--- src/rtl/uart_tx_framer.sv ---
// UART transmitter: input FIFO, bit timer and frame sequencer.
// Frames are sent back-to-back while words remain queued.
module uart_tx_framer #(
    parameter int CLK_DIV    = 651,
    parameter int DATA_BITS  = 8,
    parameter int PARITY     = 0,
    parameter int STOP_BITS  = 1,
    parameter int FIFO_DEPTH = 4
) (
    input  logic                          clk,
    input  logic                          rst,
    input  logic                          tx_valid,
    input  logic [DATA_BITS-1:0]          tx_data,
    output logic                          tx_ready,
    output logic                          tx_serial,
    output logic                          busy,
    output logic                          baud_tick,
    output logic [$clog2(FIFO_DEPTH):0]   fifo_level
);

    localparam int AW = $clog2(FIFO_DEPTH);
    localparam int CW = $clog2(CLK_DIV);

    if (CLK_DIV < 2) begin : g_bad_div
        $error("CLK_DIV must be >= 2");
    end
    if (DATA_BITS < 5 || DATA_BITS > 8) begin : g_bad_data
        $error("DATA_BITS must be 5..8");
    end
    if (PARITY < 0 || PARITY > 2) begin : g_bad_par
        $error("PARITY must be 0, 1 or 2");
    end
    if (STOP_BITS != 1 && STOP_BITS != 2) begin : g_bad_stop
        $error("STOP_BITS must be 1 or 2");
    end
    if (FIFO_DEPTH < 2 || (FIFO_DEPTH & (FIFO_DEPTH - 1)) != 0) begin : g_bad_depth
        $error("FIFO_DEPTH must be a power of 2 and >= 2");
    end

    typedef enum logic [2:0] {
        S_IDLE, S_START, S_DATA, S_PARITY, S_STOP
    } state_t;

    logic [DATA_BITS-1:0] mem_q [FIFO_DEPTH];
    logic [AW-1:0]        wr_q, rd_q;
    logic [AW:0]          cnt_q;
    logic                 push, pop, empty;
    logic [DATA_BITS-1:0] head;
    logic                 head_par;

    state_t               state_q, state_d;
    logic [CW-1:0]        timer_q, timer_d;
    logic [2:0]           bit_q, bit_d;
    logic [DATA_BITS-1:0] shift_q, shift_d;
    logic                 par_q, par_d;
    logic                 tx_q, tx_d;
    logic                 tick, start;

    assign tx_ready   = (cnt_q != (AW+1)'(FIFO_DEPTH));
    assign empty      = (cnt_q == '0);
    assign push       = tx_valid && tx_ready && !rst;
    assign head       = mem_q[rd_q];
    assign head_par   = (PARITY == 1) ? ^head : ~^head;
    assign busy       = (state_q != S_IDLE);
    assign tick       = busy && (timer_q == CW'(CLK_DIV - 1));
    assign baud_tick  = tick;
    assign tx_serial  = tx_q;
    assign fifo_level = cnt_q;

    always_ff @(posedge clk) begin
        if (push) mem_q[wr_q] <= tx_data;
    end

    always_ff @(posedge clk) begin
        if (rst) begin
            wr_q  <= '0;
            rd_q  <= '0;
            cnt_q <= '0;
        end else begin
            if (push) wr_q <= wr_q + AW'(1);
            if (pop)  rd_q <= rd_q + AW'(1);
            case ({push, pop})
                2'b10:   cnt_q <= cnt_q + (AW+1)'(1);
                2'b01:   cnt_q <= cnt_q - (AW+1)'(1);
                default: cnt_q <= cnt_q;
            endcase
        end
    end

    always_comb begin
        state_d = state_q;
        timer_d = '0;
        bit_d   = bit_q;
        shift_d = shift_q;
        par_d   = par_q;
        tx_d    = tx_q;
        start   = 1'b0;
        pop     = 1'b0;
        if (busy) timer_d = tick ? '0 : timer_q + CW'(1);
        unique case (state_q)
            S_IDLE: start = !empty;
            S_START: if (tick) begin
                state_d = S_DATA;
                bit_d   = '0;
                tx_d    = shift_q[0];
            end
            S_DATA: if (tick) begin
                if (bit_q == 3'(DATA_BITS - 1)) begin
                    bit_d = '0;
                    if (PARITY != 0) begin
                        state_d = S_PARITY;
                        tx_d    = par_q;
                    end else begin
                        state_d = S_STOP;
                        tx_d    = 1'b1;
                    end
                end else begin
                    bit_d   = bit_q + 3'd1;
                    shift_d = shift_q >> 1;
                    tx_d    = shift_q[1];
                end
            end
            S_PARITY: if (tick) begin
                state_d = S_STOP;
                bit_d   = '0;
                tx_d    = 1'b1;
            end
            S_STOP: if (tick) begin
                if (bit_q == 3'(STOP_BITS - 1)) begin
                    state_d = S_IDLE;
                    start   = !empty;
                end else begin
                    bit_d = bit_q + 3'd1;
                end
            end
            default: state_d = S_IDLE;
        endcase
        // Popping at the stop edge chains the next frame with no idle gap
        if (start) begin
            pop     = 1'b1;
            state_d = S_START;
            shift_d = head;
            par_d   = head_par;
            tx_d    = 1'b0;
        end
    end

    always_ff @(posedge clk) begin
        if (rst) begin
            state_q <= S_IDLE;
            timer_q <= '0;
            bit_q   <= '0;
            shift_q <= '0;
            par_q   <= 1'b0;
            tx_q    <= 1'b1;
        end else begin
            state_q <= state_d;
            timer_q <= timer_d;
            bit_q   <= bit_d;
            shift_q <= shift_d;
            par_q   <= par_d;
            tx_q    <= tx_d;
        end
    end

endmodule
--- config.mk ---
export PLATFORM = sky130hd
export DESIGN_NAME = uart_tx_framer
export DESIGN_NICKNAME = d
export VERILOG_FILES = /design/src/rtl/uart_tx_framer.sv
export SDC_FILE = /design/constraint.sdc
export NUM_CORES = 1
export LEC_CHECK = 0
export ABC_AREA = 1
export ABC_CLOCK_PERIOD_IN_PS = 2900
export CAP_MARGIN = 10
export CELL_PAD_IN_SITES_DETAIL_PLACEMENT = 1
export CELL_PAD_IN_SITES_GLOBAL_PLACEMENT = 2
export CORE_MARGIN = 5
export CORE_UTILIZATION = 37
export DETAILED_ROUTE_END_ITERATION = 7
export PLACE_DENSITY = 0.77
export RECOVER_POWER = 50
export SKIP_CTS_REPAIR_TIMING = 1
export SYNTH_ARGS = -nofsm -noshare
export SYNTH_HDL_FRONTEND = slang
export SYNTH_SLANG_ARGS = --single-unit
--- constraint.sdc ---
create_clock -name clk -period 2.9 [get_ports clk]
set_input_delay 0.58 -clock clk [delete_from_list [all_inputs] [get_ports clk]]
set_output_delay 0.58 -clock clk [all_outputs]
set_load 0.01 [all_outputs]
==> flow_summary.yaml, run 1 <==
flow_run:
  drv_cap: 0
timing:
  clock_skew_ns: 0.00925
  worst_pin_slew_ns: 0.810
  max_freq_mhz: 397
  setup_viol: 0
  maxSlewViolCount: 0
  rsz0062_at_grt: "false"
  relSlewSlack: 0.460
  period_share: 0.868
  finalCriticalPeriod_ns: 2.52
  finalHoldViolCount: 0
  setup_tns_ns: 0
finish:
  diodes: 0
  stdcell_count: 479
  multi_input_area_um2: 1210
  syn_to_final_growth_pct: 17.4
  layout-drive-gt1-share: 0.110
  fillers: 946
  regArea_um2: 1640
  nets: 391
cts:
  root_buffer: "clkbuf_8"
  cts.sinks: 66
  worstSkewPairLatency_ns: 0.34
  tritoncts: "done"
  numCtsBuffers: 9
  clk_path_buf_depth: 2
  cts.htree.levels: 3
  cts.clk_slew.worst_paths_ns: 0.08
place:
  io_buffers: 17
  dpl.hpwl_um: 4620
  placedCellCount: 463
  routabilityCongestion: 0.731
status:
  status: "finished clean"
setup_path:
  crit_type: "reg2out"
  r2r_setup_slack_ns: 0.39
  cp_data_required_time_ns: 2.32
  worst_setup_path_start_kind: "flop"
  end_kind: "output port"
  worst_ep_arrival_time_ns: 1.94
  worstPathMaxFanout: 9
routing:
  vias: 2261
  drc: 0
  dr.pass1.iters: 4
  drt_iter0_drc: 48
  viasPerCell: 4.72
  ant_nets: 0
  wl_um: 6510
  wl_per_cell_um: 13.6
logic_synthesis:
  yosys_warnings: 0
  ys_ff_latch: 66
  synth_area_leaders: "edfxtp_1 (31%), dfxtp_1 (22%), nand2_1 (6.6%)"
  synth_most_common_cell: "nand2_1"
  synth_cell_types: 33
  syn_nets: 364
  synth_seq_area_share: 0.535
  synth_cells: 342
  synth_edf_count: 32
  ys_async_sr_fraction: 0
  yosysTopAreaCellShare: 0.313
  synth_common_cells: "nand2_1 (54), nor2_1 (46), inv_1 (37)"
  syn_area_per_cell_um2: 8.97
  syn-cell-area_um2: 3070
  synth-main-ff-cell: "dfxtp_1"
  synth_top_area_cell: "edfxtp_1"
floorplanning:
  initial_core_util: 0.377
  fp.dieW_um: 101
  io_pins: 18
  die_h_um: 101
  placementRows: 33
  floorplan.core_area_um2: 8130
  dieArea_um2: 10200
hold_path:
  hp-class: "reg2reg"
grt:
  track_usage: 0.141
  grt_remaining_overflow: 0
  first_global_vias: 2302
  antenna_found_initial: 0
  grt_max_degree: 22
  grt_pass1_wl_um: 11000
power:
  powerDensity_nw_per_um2: 921
  ir_worst_vdd_mv: 0.402
  leakagePower_nw: 1.46
## cell type report
| class | count | area share |
|---|---|---|
| Tap cell | 105 | 0.0365 |
| Sequential cell | 66 | 0.456 |
| Timing Repair Buffer | 24 | 0.0587 |
| Clock buffer | 9 | 0.0344 |
| Inverter | 43 | 0.0462 |
| Multi-Input combinational cell | 225 | 0.336 |
| Clock inverter | 7 | 0.0323 |
## metrics by stage
step | util | hold slack [ns] | instance area [um2] | total power, mW | setup slack (ns)
after floorplan | - | 0.430 | 3070 | 2.14 | 0.571
after global placement | 0.415 | 0.445 | 3380 | 2.40 | 0.381
after detailed placement | 0.415 | 0.457 | 3380 | 2.43 | 0.279
after CTS | 0.445 | 0.484 | 3620 | 3.38 | 0.337
after global routing | 0.443 | 0.509 | 3600 | 3.58 | 0.208
final | 0.443 | 0.478 | 3600 | 3.32 | 0.384
## per-layer routing
metal / track usage / share of wire
met1: 0.175 / 0.47
met2: 0.236 / 0.49
met3: 0.0284 / 0.024
met4: 0.0613 / 0.016
met5: 0 / 0
## where the power goes
| group | total, mW | switching, mW | internal [mW] | leakage (nW) |
|---|---|---|---|---|
| Combinational | 1.16 | 0.736 | 0.421 | 0.768 |
| Clock | 0.933 | 0.362 | 0.571 | 0.121 |
| Sequential | 1.23 | 0.0961 | 1.13 | 0.568 |
| Total | 3.32 | 1.19 | 2.12 | 1.46 |
## logic make-up (layout without fill, tap and decap cells)
kind of cell,after synthesis,after routing,share of synthesized area
flip-flops,66,66,0.535
XOR/XNOR,4,4,0.0114
AND/OR/NAND/NOR,152,152,0.236
AO/OA/AOI/OAI,58,58,0.101
adder cells (fa/ha/maj),11,11,0.0473
buffers and inverters,51,83,0.0689
## layout by cell type, fill, tap and decap left out, types with 2 or more instances in the layout
cell,count
nor2_1,46
nand2_2,4
nand4_1,2
nor3b_1,2
nor2_2,3
clkinv_4,2
inv_1,37
nor3_1,3
edfxtp_1,32
clkbuf_1,3
bufinv_16,3
dlygate4sd3_1,9
clkbuf_8,9
nand3b_1,3
nand2_1,54
nand3_1,26
buf_4,4
dfxtp_1,34
clkdlybuf4s50_1,8
nand2_4,5
clkinv_1,2
ha_1,10
inv_2,4
a21oi_1,25
o22ai_1,4
xor2_1,3
o21ai_0,22
a211oi_1,4
## state kept, by name, indices dropped and copies added (netlist names), named ones only
register	count
rd_q	2
timer_q	10
fifo_level	3
state_q	3
wr_q	2
mem_q	32
shift_q	8
tx_serial	1
bit_q	3
## final timing paths
kind	start	to	cells after the start
setup reg to reg	bit_q[0]	fifo_level[2]	15
hold / removal	timer_q[0]	timer_q[0]	1
setup / recovery	timer_q[0]	baud_tick	7
hold reg to reg	timer_q[0]	timer_q[0]	1
## worst max-delay path: stages, from the launching register on
cell	delay (ns)
dfxtp_1	0.34
inv_1	0.06
ha_1	0.13
nand3_1	0.10
inv_1	0.11
nand2_4	0.07
nor2_8	0.21
clkdlybuf4s50_1	0.57
No activity file was read; power rests on OpenSTA's default activity.
==> run 2, diff against run 1 <==
ABC_CLOCK_PERIOD_IN_PS = 3000   (was 2900)
CORE_UTILIZATION = 40   (was 37)
GPL_ROUTABILITY_DRIVEN = 0   (was default)
PLACE_DENSITY = 0.82   (was 0.77)
clock period = 3 ns   (was 2.9 ns; I/O delays follow)
==> flow_summary.yaml, run 2 (synthesis results as in run 1) <==
cts:
  root_buffer: "clkbuf_8"
  cts.htree.levels: 3
  tritoncts: "done"
  numCtsBuffers: 9
  worstSkewPairLatency_ns: 0.34
  clk_path_buf_depth: 2
  cts.clk_slew.worst_paths_ns: 0.07
  cts.sinks: 66
setup_path:
  end_kind: "output port"
  worst_ep_arrival_time_ns: 1.94
  worstPathMaxFanout: 9
  cp_slowest_stage_delay_ns: 0.57
  crit_top_cell: "inv_1"
  critPathTopFamily: "buffers and inverters"
  worst_setup_path_start_kind: "flop"
  crit_type: "reg2out"
  crit_buf_inv: 3
  cp_data_required_time_ns: 2.40
  cp_slowest_cell: "clkdlybuf4s50_1"
  path_cells: "inv_1, ha_1, nand3_1, inv_1, nand2_4, nor2_8, clkdlybuf4s50_1"
routing:
  viasPerCell: 4.83
  wl_um: 6190
  wl_per_cell_um: 13.0
  drc: 0
  ant_nets: 0
  vias: 2294
  dr.pass1.iters: 4
  drt_iter0_drc: 44
power:
  powerDensity_nw_per_um2: 890
  leakagePower_nw: 1.44
  ir_worst_vdd_mv: 0.474
place:
  io_buffers: 17
  preCtsSetupSlack_ns: 0.398
  dpl.hpwl_um: 4550
  placedCellCount: 459
floorplanning:
  io_pins: 18
  die_h_um: 97.6
  placementRows: 32
  floorplan.core_area_um2: 7610
  fp.dieW_um: 97.6
  initial_core_util: 0.403
  dieArea_um2: 9520
finish:
  nets: 390
  layout-drive-gt1-share: 0.105
  regArea_um2: 1640
  multi_input_area_um2: 1210
  largest_reg_flops: 32
  largestRegisters: "mem_q x32, timer_q x10, shift_q x8"
  regMostFlops: "mem_q"
  fin_util: 0.472
  diodes: 0
  final_cell_mix: "nand2_1 (54), nor2_1 (46), inv_1 (37)"
  syn_to_final_growth_pct: 17.0
  stdcell_count: 475
  fillers: 902
  final_common_cell: "nand2_1"
timing:
  max_freq_mhz: 394
  clock_skew_ns: 0.00649
  worst_pin_slew_ns: 0.771
  period_share: 0.846
  relSlewSlack: 0.486
  setup_tns_ns: 0
  setup_viol: 0
  maxSlewViolCount: 0
  worst_slack_ns: 0.463
  finalHoldViolCount: 0
  rsz0062_at_grt: "false"
  fin_hold_ws_ns: 0.478
  finalCriticalPeriod_ns: 2.54
grt:
  track_usage: 0.138
  grt_remaining_overflow: 0
  grt_pass1_wl_um: 10500
  antenna_found_initial: 0
  grt_max_degree: 22
  first_global_vias: 2300
flow_run:
  drv_cap: 0
status:
  status: "finished clean"
hold_path:
  hp-class: "reg2reg"
## run 2: changes by cell type in the layout (fill, tap and decap cells not counted), sizes merged
cell | previous run | this run
buf | 4 | 2
clkbuf | 12 | 14
clkinv | 5 | 3
clkinvlp | 0 | 1
## run 2: through the flow
step / power [mW] / instance area [um2]
final: 3.19 / 3590
after global routing: 3.45 / 3590
after CTS: 3.24 / 3610
after detailed placement: 2.33 / 3360
after global placement: 2.30 / 3360
after floorplan: 2.07 / 3070
## run 2: final cells by class
cell class                 instances  share of cell area
inverter                          43              0.0464
timing repair buffer              23              0.0558
tap                              102              0.0356
multi-input combinational        225               0.337
clock buffer                      10              0.0356
clock inverter                     6              0.0321
sequential                        66               0.458
## run 2: where the power goes
group / leakage, nW / total, mW / switching, mW / internal, mW
sequential: 0.568 / 1.21 / 0.113 / 1.09
clock: 0.117 / 0.909 / 0.352 / 0.557
combinational: 0.758 / 1.08 / 0.676 / 0.401
total: 1.44 / 3.19 / 1.14 / 2.05
## run 2: path summary, 6_finish.rpt
kind / startpoint / end / slack, ns / cells after the start
worst max-delay path: timer_q[0] / baud_tick / 0.46 / 7
worst min-delay path: timer_q[0] / timer_q[0] / 0.48 / 1
worst max register to register: bit_q[0] / fifo_level[2] / 0.54 / 15
worst min register to register: timer_q[0] / timer_q[0] / 0.48 / 1
## run 2: metal layers
metal | part of all wire | global-route usage | vias up
met5 | 0 | 0 | -
met4 | 0.019 | 0.0607 | 0
met3 | 0.027 | 0.0294 | 11
met2 | 0.48 | 0.235 | 26
met1 | 0.47 | 0.167 | 1077
li1 | - | - | 1180
